`config.mk`:
```
export PLATFORM = sky130hd
export DESIGN_NAME = mem_stage_flat
export DESIGN_NICKNAME = d
export VERILOG_FILES = /design/src/rtl/cpu_pkg.sv /design/src/rtl/mem_stage_if.sv /design/src/rtl/sp_unit.sv /design/src/rtl/mem_stage.sv /design/src/flat_wrapper.sv
export SDC_FILE = /design/constraint.sdc
export NUM_CORES = 1
export LEC_CHECK = 0
export BUFFER_PORTS_ARGS = -buffer_cell sky130_fd_sc_hd__buf_2
export CORE_MARGIN = 10
export CORE_UTILIZATION = 35
export CTS_CLUSTER_SIZE = 40
export DETAILED_ROUTE_END_ITERATION = 10
export GPL_ROUTABILITY_DRIVEN = 0
export PLACE_DENSITY = 0.53
export SLEW_MARGIN = 20
export SYNTH_ARGS = -nofsm -noshare
export SYNTH_HDL_FRONTEND = slang
export SYNTH_HIERARCHICAL = 1
export SYNTH_SLANG_ARGS = --single-unit
```
`constraint.sdc`:
```
create_clock -name clk -period 9 [get_ports clk]
set_clock_uncertainty 0.05 [all_clocks]
set_input_delay 2.7 -clock clk [delete_from_list [all_inputs] [get_ports clk]]
set_output_delay 2.7 -clock clk [all_outputs]
set_load 0.03 [all_outputs]
```
`src/rtl/cpu_pkg.sv`:
```
// Shared types and defaults for the memory-access stage.
package cpu_pkg;

  typedef enum logic {
    IDLE   = 1'b0,
    SECOND = 1'b1
  } state_e;

  localparam int          WB_SIZE    = 2;
  localparam int          ADDR_WIDTH = 12;
  localparam logic [31:0] SP_INIT    = 32'h0000_0FFF;

  // Operation fields held across the second beat of a wide transfer.
  typedef struct packed {
    logic        rd;
    logic        wr;
    logic        stack;
    logic [15:0] addr;
    logic [31:0] wdata;
    logic [15:0] alu;
    logic [2:0]  rdst;
  } op_t;

endpackage

```
`src/rtl/mem_stage_if.sv`:
```
// Data-memory bus: the stage drives address/strobe/data, memory returns a
// combinational read word.
interface mem_stage_if #(
  parameter int AddrWidth = 12
);
  logic [AddrWidth-1:0] mem_addr;
  logic                 mem_we;
  logic [15:0]          mem_wdata;
  logic [15:0]          mem_rdata;

  modport master (output mem_addr, output mem_we, output mem_wdata, input mem_rdata);
  modport slave  (input mem_addr, input mem_we, input mem_wdata, output mem_rdata);
endinterface

```
`src/rtl/sp_unit.sv`:
```
// Stack pointer register with a +/-1 or +/-2 update. Arithmetic wraps mod 2^32.
module sp_unit
  import cpu_pkg::*;
#(
  parameter logic [31:0] SpInit = SP_INIT
) (
  input  logic        clk,
  input  logic        rst,
  input  logic        inc,
  input  logic        dec,
  input  logic        two,
  output logic [31:0] sp
);

  logic [31:0] sp_q, sp_d;
  logic [31:0] amt;

  // next SP: increment wins if both are ever requested together
  always_comb begin
    amt  = two ? 32'd2 : 32'd1;
    sp_d = sp_q;
    if (inc)      sp_d = sp_q + amt;
    else if (dec) sp_d = sp_q - amt;
  end

  // SP register
  always_ff @(posedge clk or posedge rst) begin
    if (rst) sp_q <= SpInit;
    else     sp_q <= sp_d;
  end

  assign sp = sp_q;

endmodule

```
`src/rtl/mem_stage.sv`:
```
// Memory-access pipeline stage: loads, stores, push/pop, and 32-bit
// transfers split into two 16-bit beats with a one-cycle front-end stall.
module mem_stage
  import cpu_pkg::*;
#(
  parameter int          WbSize    = WB_SIZE,
  parameter int          AddrWidth = ADDR_WIDTH,
  parameter logic [31:0] SpInit    = SP_INIT
) (
  input  logic              clk,
  input  logic              rst,
  input  logic              i_valid,
  input  logic              i_memRead,
  input  logic              i_memWrite,
  input  logic              i_stack,
  input  logic              i_wide,
  input  logic [15:0]       i_addr,
  input  logic [31:0]       i_wdata,
  input  logic [WbSize-1:0] i_WB,
  input  logic [15:0]       i_alu,
  input  logic [2:0]        i_Rdst,
  mem_stage_if.master       mem,
  output logic              o_stall,
  output logic              o_valid,
  output logic [WbSize-1:0] o_WB,
  output logic [31:0]       o_MemData,
  output logic [15:0]       o_alu,
  output logic [2:0]        o_Rdst,
  output logic [31:0]       o_SP
);

  state_e               state_q, state_d;
  op_t                  op_q, op_d, cur;
  logic [WbSize-1:0]    wb_q, wb_d, cur_wb;
  logic [15:0]          first_q, first_d;
  logic                 second, act, is_mem, is_wr, is_rd, wide_first;
  logic                 sp_inc, sp_dec, sp_two;
  logic [31:0]          sp;
  logic [AddrWidth-1:0] ea;

  sp_unit #(.SpInit(SpInit)) u_sp (
    .clk (clk),
    .rst (rst),
    .inc (sp_inc),
    .dec (sp_dec),
    .two (sp_two),
    .sp  (sp)
  );

  // operand select: latched op during SECOND, live inputs otherwise;
  // reset masks live activity so strobes drop immediately
  always_comb begin
    second = (state_q == SECOND);
    cur    = '{rd: i_memRead, wr: i_memWrite, stack: i_stack, addr: i_addr,
               wdata: i_wdata, alu: i_alu, rdst: i_Rdst};
    cur_wb = i_WB;
    act    = i_valid & ~rst;
    if (second) begin
      cur    = op_q;
      cur_wb = wb_q;
      act    = 1'b1;
    end
    is_mem     = cur.rd | cur.wr;
    is_wr      = cur.wr;             // write wins when both strobes are set
    is_rd      = cur.rd & ~cur.wr;
    wide_first = ~second & act & i_wide & is_mem;
  end

  assign o_stall = wide_first;

  // address and write word; high word always goes out on the first beat
  always_comb begin
    ea = '0;
    if (cur.stack) begin
      if (is_wr) ea = second ? AddrWidth'(sp - 32'd1) : AddrWidth'(sp);
      else       ea = second ? AddrWidth'(sp + 32'd2) : AddrWidth'(sp + 32'd1);
    end else begin
      ea = second ? AddrWidth'(cur.addr + 16'd1) : AddrWidth'(cur.addr);
    end
    mem.mem_addr  = ea;
    mem.mem_we    = act & is_wr;
    mem.mem_wdata = wide_first ? cur.wdata[31:16] : cur.wdata[15:0];
  end

  // result assembly: pops put the low word first, plain loads the high word
  always_comb begin
    o_MemData = '0;
    if (act & is_rd) begin
      if (second)
        o_MemData = cur.stack ? {mem.mem_rdata, first_q} : {first_q, mem.mem_rdata};
      else if (!wide_first)
        o_MemData = {16'h0, mem.mem_rdata};
    end
    o_valid = act & ~wide_first;
    o_WB    = o_valid ? cur_wb : '0;
    o_alu   = cur.alu;
    o_Rdst  = cur.rdst;
  end

  // SP update: narrow ops commit at once, wide ops commit +/-2 on SECOND
  always_comb begin
    sp_inc = 1'b0;
    sp_dec = 1'b0;
    sp_two = second;
    if (act & cur.stack & ~wide_first) begin
      sp_inc = is_rd;
      sp_dec = is_wr;
    end
  end

  assign o_SP = sp;

  // next state: latch the op and the first read word on entry to SECOND
  always_comb begin
    state_d = IDLE;
    op_d    = op_q;
    wb_d    = wb_q;
    first_d = first_q;
    if (wide_first) begin
      state_d = SECOND;
      op_d    = cur;
      wb_d    = cur_wb;
      if (is_rd) first_d = mem.mem_rdata;
    end
  end

  // state and latched-operand registers
  always_ff @(posedge clk or posedge rst) begin
    if (rst) begin
      state_q <= IDLE;
      op_q    <= '0;
      wb_q    <= '0;
      first_q <= '0;
    end else begin
      state_q <= state_d;
      op_q    <= op_d;
      wb_q    <= wb_d;
      first_q <= first_d;
    end
  end

endmodule

```
`src/flat_wrapper.sv`:
```
// flat-port wrapper written by rule: the top's interface ports become plain ports
module mem_stage_flat import cpu_pkg::*;
#(
  parameter int          WbSize    = WB_SIZE,
  parameter int          AddrWidth = ADDR_WIDTH,
  parameter logic [31:0] SpInit    = SP_INIT
)
  (clk, rst, i_valid, i_memRead, i_memWrite, i_stack, i_wide, i_addr, i_wdata, i_WB, i_alu, i_Rdst, o_stall, o_valid, o_WB, o_MemData, o_alu, o_Rdst, o_SP, mem_mem_addr, mem_mem_we, mem_mem_wdata, mem_mem_rdata);
  mem_stage_if #(.AddrWidth(AddrWidth)) mem_i ();
  input  logic clk;
  input  logic rst;
  input  logic i_valid;
  input  logic i_memRead;
  input  logic i_memWrite;
  input  logic i_stack;
  input  logic i_wide;
  input  logic [15:0] i_addr;
  input  logic [31:0] i_wdata;
  input  logic [WbSize-1:0] i_WB;
  input  logic [15:0] i_alu;
  input  logic [2:0] i_Rdst;
  output logic o_stall;
  output logic o_valid;
  output logic [WbSize-1:0] o_WB;
  output logic [31:0] o_MemData;
  output logic [15:0] o_alu;
  output logic [2:0] o_Rdst;
  output logic [31:0] o_SP;
  output wire logic [$bits(mem_i.mem_addr)-1:0] mem_mem_addr;
  output wire logic [$bits(mem_i.mem_we)-1:0] mem_mem_we;
  output wire logic [$bits(mem_i.mem_wdata)-1:0] mem_mem_wdata;
  input wire logic [$bits(mem_i.mem_rdata)-1:0] mem_mem_rdata;
  assign mem_mem_addr = mem_i.mem_addr;
  assign mem_mem_we = mem_i.mem_we;
  assign mem_mem_wdata = mem_i.mem_wdata;
  assign mem_i.mem_rdata = mem_mem_rdata;
  mem_stage #(.WbSize(WbSize), .AddrWidth(AddrWidth), .SpInit(SpInit)) u_core (.clk(clk), .rst(rst), .i_valid(i_valid), .i_memRead(i_memRead), .i_memWrite(i_memWrite), .i_stack(i_stack), .i_wide(i_wide), .i_addr(i_addr), .i_wdata(i_wdata), .i_WB(i_WB), .i_alu(i_alu), .i_Rdst(i_Rdst), .mem(mem_i), .o_stall(o_stall), .o_valid(o_valid), .o_WB(o_WB), .o_MemData(o_MemData), .o_alu(o_alu), .o_Rdst(o_Rdst), .o_SP(o_SP));
endmodule
```
## Yosys cells after proc, flatten, opt, wreduce, memory -nomap -nowiden

Cells that the tools add are included.

- Equal/unequal tests: 0
- Shift operators: 0
- Divide/modulo/power cells: 0
- $mul: 0
- Magnitude comparators: 0
- Reductions and logical operators: 2
- Multiplexer cells: 20
- Bitwise gates (word level): 15
- Add/sub/neg operators: 6

Operator list:

| cell | number |
|---|---|
| $mux 32 | 5 |
| $mux 70 | 1 |
| $mux 12 | 5 |
| $add 32x2->32 | 1 |
| $mux 16 | 2 |
| $sub 32x2->32 | 1 |
| $add 12x1->12 const B | 2 |
| $add 12x2->12 const B | 1 |
| $sub 12x1->12 const B | 1 |
| $and 1x1->1 | 10 |
| $mux 2 | 3 |
| $mux 1 | 4 |
| $not 1->1 | 4 |
| $reduce_and 2->1 | 1 |
| $reduce_bool 2->1 | 1 |
| $or 1x1->1 | 1 |

- Register bits after elaboration: 121
- Latch bits: 0
- Bits in read-only memories: 0
- Output and inout port bits: 116
- Word-level logic and storage cells: 54
- Memory bits (writable): 0
- Memories: 0

## Logic depth before layout (Yosys ltp)

- Word-level depth: 11
- Depth in mapped cells: 16
- Depth with buffers taken out: 15

## Cells and area by module

Netlist, hierarchy kept.

Modules (own cells, without submodules):

| module | cells an instance | times used | area each (um2) |
|---|---|---|---|
| mem_stage | 622 | 1 | 4954.8 |
| sp_unit | 384 | 1 | 3052.9 |

## Worst setup path after synthesis

Ideal clock, no wire load.

- Kind: input -> output
- Start point: input port i_addr[0]
- End point: output port mem_mem_addr[10]
- Stages on the path: 8
- Arrival: 4.491 ns
- Path slack: 1.759 ns
- Path through: nand2_1 nand2_1 ha_1 inv_1 o32ai_1 nand2_1 xor2_1 a221oi_1

RTL lines:

| item | line | source |
|---|---|---|
| from (decl) | flat_wrapper.sv:17 | `input logic [15:0] i_addr;` |
| to (decl) | flat_wrapper.sv:29 | `output wire logic [$bits(mem_i.mem_addr)-1:0] mem_mem_addr;` |

## Worst setup path in the final report

- Start point: input port rst
- End point: output port mem_mem_wdata[8]

- Longest elaborated chain between the ends: 7

RTL lines:

| item | line | source |
|---|---|---|
| from (decl) | flat_wrapper.sv:11 | `input logic rst;` |
| $not 1->1 | mem_stage.sv:57 | `act = i_valid & ~rst;` |
| $and 1x1->1 | mem_stage.sv:57 |  |
| $mux 1 | mem_stage.sv:58 | `if (second) begin` |
| $and 1x1->1 (3 in series) | mem_stage.sv:66 | `wide_first = ~second & act & i_wide & is_mem;` |
| $mux 16 | mem_stage.sv:82 | `mem.mem_wdata = wide_first ? cur.wdata[31:16] : cur.wdata[15:0];` |
| to (decl) | flat_wrapper.sv:31 | `output wire logic [$bits(mem_i.mem_wdata)-1:0] mem_mem_wdata;` |

No other way between the ends.

==> flow_summary.json <==
{
  "outcome": "complete, no violations",
  "worst_slew_margin_rel_pct": 33.10,
  "tightestPinTransition_ns": 1.003,
  "clkLatencyLatePin_ns": 0.36,
  "core_area_um2": 22570,
  "synth-warning-count": 6,
  "final-max-slew-violation-count": 0,
  "largest_net_degree_at_the_start_of_global_routing": 70,
  "post_synth_num_cell_types": 80,
  "fraction_of_final_layout_cells_sized_beyond_drive_strength_1_pct": 25.99,
  "maxClockFrequency_mhz": 132.8,
  "grt_overflow_total": 0,
  "wire_length_of_the_first_global_routing_pass_um": 39110,
  "setup_total_negative_slack_ns": 0,
  "clock_path_buffers": 2,
  "drt_drc_violations_left": 0,
  "syn2layout_area_growth_pct": 17.73,
  "drt_first_iter_violations": 402,
  "pre_cts_setup_slack_ns": 1.440,
  "synth.ff_latch_count": 101,
  "clk_root_buffer_cell": "clkbuf_16",
  "power_frac_comb_pct": 53.5,
  "num_vias": 7700,
  "final_period_minus_worst_setup_slack_ns": 7.532,
  "crit_path_max_fanout": 33,
  "die_area_um2": 29330,
  "seq_area_um2": 2546,
  "setup_ws_ns": 1.468,
  "drt-pass1-iter-count": 5,
  "p_switching_mw": 1.263,
  "syn-instance-count": 1006,
  "nets": 1287,
  "sw_frac_of_total_pct": 47.58,
  "cellLeakagePower_nw": 4.399,
  "htreeDepth": 3,
  "antenna_violations_before_repair": 3,
  "crit_path_arrival_time_ns": 4.78,
  "filler_instances": 2355,
  "power.sequential.fraction_pct": 29.4,
  "max_cap_viol_count": 0,
  "synthArstFlopShare_pct": 100.0,
  "postRouteAntennaNets": 0,
  "cts.sinks": 101,
  "intPower_mw": 1.392,
  "postCtsSetupBuffers": 0,
  "synth-edff-count": 0,
  "final_min_period_over_clock_period_pct": 83.69,
  "type_of_origin_of_the_critical_path": "input pin",
  "start_util_pct": 35.48,
  "worst-endpoint-required_ns": 6.25,
  "setup-violations-final": 0,
  "final-hold-violation-count": 0,
  "post-dp-hpwl_um": 18870,
  "netlist_area_um2": 8008,
  "ys_dominant_reg_cell": "dfrtp_1",
  "setup_repair_after_global_routing_missed_its_margin": "no",
  "power.ir.vdd_worst_uv": 173.0,
  "grt_util_all_layers_pct": 16.45,
  "pwr-share-clk_pct": 17.1,
  "endpoint_kind": "output port",
  "syn_nets": 1136,
  "routed_wl_um": 25170,
  "io-pin-count": 208,
  "place.port_buffers": 203,
  "power-per-cell-area_nw_per_um2": 281.6,
  "post_cts_hold_fix_bufs": 0,
  "multi_input_comb_area_um2": 4992,
  "tritoncts": "done",
  "timing.setup.critical_path_class": "input pin to output port",
  "first_global_vias": 7144,
  "cts_bufs_inserted": 9,
  "seq_area_frac_synth_pct": 31.75,
  "fp.dieH_um": 171.3,
  "die-width_um": 171.3,
  "num_rows": 55,
  "syn_avg_cell_area_um2": 7.960,
  "postCtsResizedCells": 0,
  "clkTransAtPathRegs_ns": 0.07,
  "detail_route.wl_per_cell_um": 17.36,
  "vias_per_cell": 5.310,
  "min_path_type": "flop to flop"
}
worst max-delay path: stages:
cell	delay, ns
buf_2	0.12
nor2b_1	0.20
and3_1	0.30
o21ai_4	0.09
buf_4	0.22
inv_2	0.56
mux2i_1	0.17
o21ai_0	0.19
buf_2	0.23
final cells by class:
cell class              count  share of cell area, %
multi-input cells         807                  52.95
flip-flops and latches    101                  27.01
repair buffers            214                  11.65
well taps                 285                  3.782
clock buffers               9                  2.389
clock inverters             7                  1.181
inverters                  24                 0.9555
diodes                      3                0.07963
routing by layer:
layer  vias up  GRT usage, %  share of wire (%)
met5         -             0                  0
met4         0         3.516               0.84
met3        12         3.988                6.2
met2       188         27.03                 48
met1      3663         21.40                 45
li1       3837             -                  -
power by group through the flow:
stage               Combinational (mW)  Sequential, mW  Clock (mW)
global route                      1.58           0.814       0.484
CTS                               1.43           0.785       0.471
floorplan                        0.950           0.873           0
detailed placement                1.42           0.794           0
finish                            1.42           0.782       0.453
global placement                  1.42           0.790           0
path summary, 6_finish.rpt:
| path | slack, ns | cells past startpoint | end | startpoint |
|---|---|---|---|---|
| min in group asynchronous | 2.42 | 3 | u_core/u_sp/sp[30] | rst |
| hold reg to reg | 0.42 | 1 | u_core/u_sp/sp[31] | u_core/u_sp/sp[31] |
| setup / recovery | 1.47 | 9 | mem_mem_wdata[8] | rst |
| max in group asynchronous | 5.68 | 3 | u_core/second | rst |
| setup reg to reg | 3.12 | 16 | u_core/u_sp/sp[29] | u_core/second |
| hold / removal | 0.42 | 1 | u_core/u_sp/sp[31] | u_core/u_sp/sp[31] |
logic make-up (layout without fill, tap and decap cells):
family                     after synthesis  count (layout)  share of synthesized area (%)
DFF                                    101             101                          31.75
buffers and inverters                   98             254                          6.031
and+or+nand+nor                        439             439                          24.27
xor gates and xnor gates                33              33                          3.609
muxes                                   80              80                          10.80
adders and majority gates               38              38                          6.031
other                                    0               3                              0
AOI/OAI and AO/OA                      217             217                          17.52
sequential cells by signal, summed over array words and instances (netlist names):
register,count
u_core/op_q,50
u_core/wb_q,2
u_core/first_q,16
u_core/u_sp/sp,32
u_core/second,1
stage by stage:
stage          cells  util, %  instance area [um^2]  power (mW)  hold WS (ns)
2_1_floorplan   1006        -                  8008       1.822        0.3901
3_3_place_gp    1431    40.24                  9084       2.206        0.4032
3_5_place_dp    1431    40.24                  9084       2.210        0.4065
4_1_cts         1447    41.74                  9420       2.682        0.4220
5_1_grt         1449    41.76                  9425       2.875        0.4512
6_report        1450    41.77                  9428       2.655        0.4205
cell usage after synthesis, types with 6 or more instances:
library cell    n  area, um^2
a21oi_1        65       325.3
nor3_1         19       95.09
ha_1           37       462.9
o211ai_1       15       112.6
nand2_1       243       912.1
o21ai_0        48       240.2
o21ai_1        13       65.06
xor2_1         16       140.1
a31oi_1         7       43.79
nand4_1         7       43.79
xnor2_1        17       148.9
a21o_1         10       75.07
nor3b_1         6       45.04
and3_1         12       75.07
clkbuf_1       22       82.58
o21a_1         10       75.07
dfstp_2        12       315.3
buf_1           7       26.28
buf_4          21       157.7
or3_1           7       43.79
dfrtp_1        89        2227
nor2_1         76       285.3
nand3_1        32       160.2
buf_2          22       110.1
inv_1          23       86.33
nor4_1         11       68.82
mux2_2         41       461.7
mux2i_1        38       380.4
layout by cell type (no fill, tap or decap), types with 4 or more instances in the layout:
cell,Yosys,final
nand2_1,243,243
buf_2,22,203
dfrtp_1,89,88
nor2_1,76,75
a21oi_1,65,65
o21ai_0,48,48
mux2_2,41,41
mux2i_1,38,38
ha_1,37,37
nand3_1,32,32
inv_1,23,22
nor3_1,19,19
xnor2_1,17,17
xor2_1,16,16
o211ai_1,15,15
o21ai_1,13,13
and3_1,12,12
dfstp_2,12,12
buf_4,21,11
nor4_1,11,11
a21o_1,10,10
o21a_1,10,10
clkbuf_16,0,9
a31oi_1,7,7
nand4_1,7,7
or3_1,7,7
nor3b_1,6,6
nand3b_1,4,4
and2_1,4,4
a211oi_1,4,4
No activity file was read; power rests on OpenSTA's default activity.
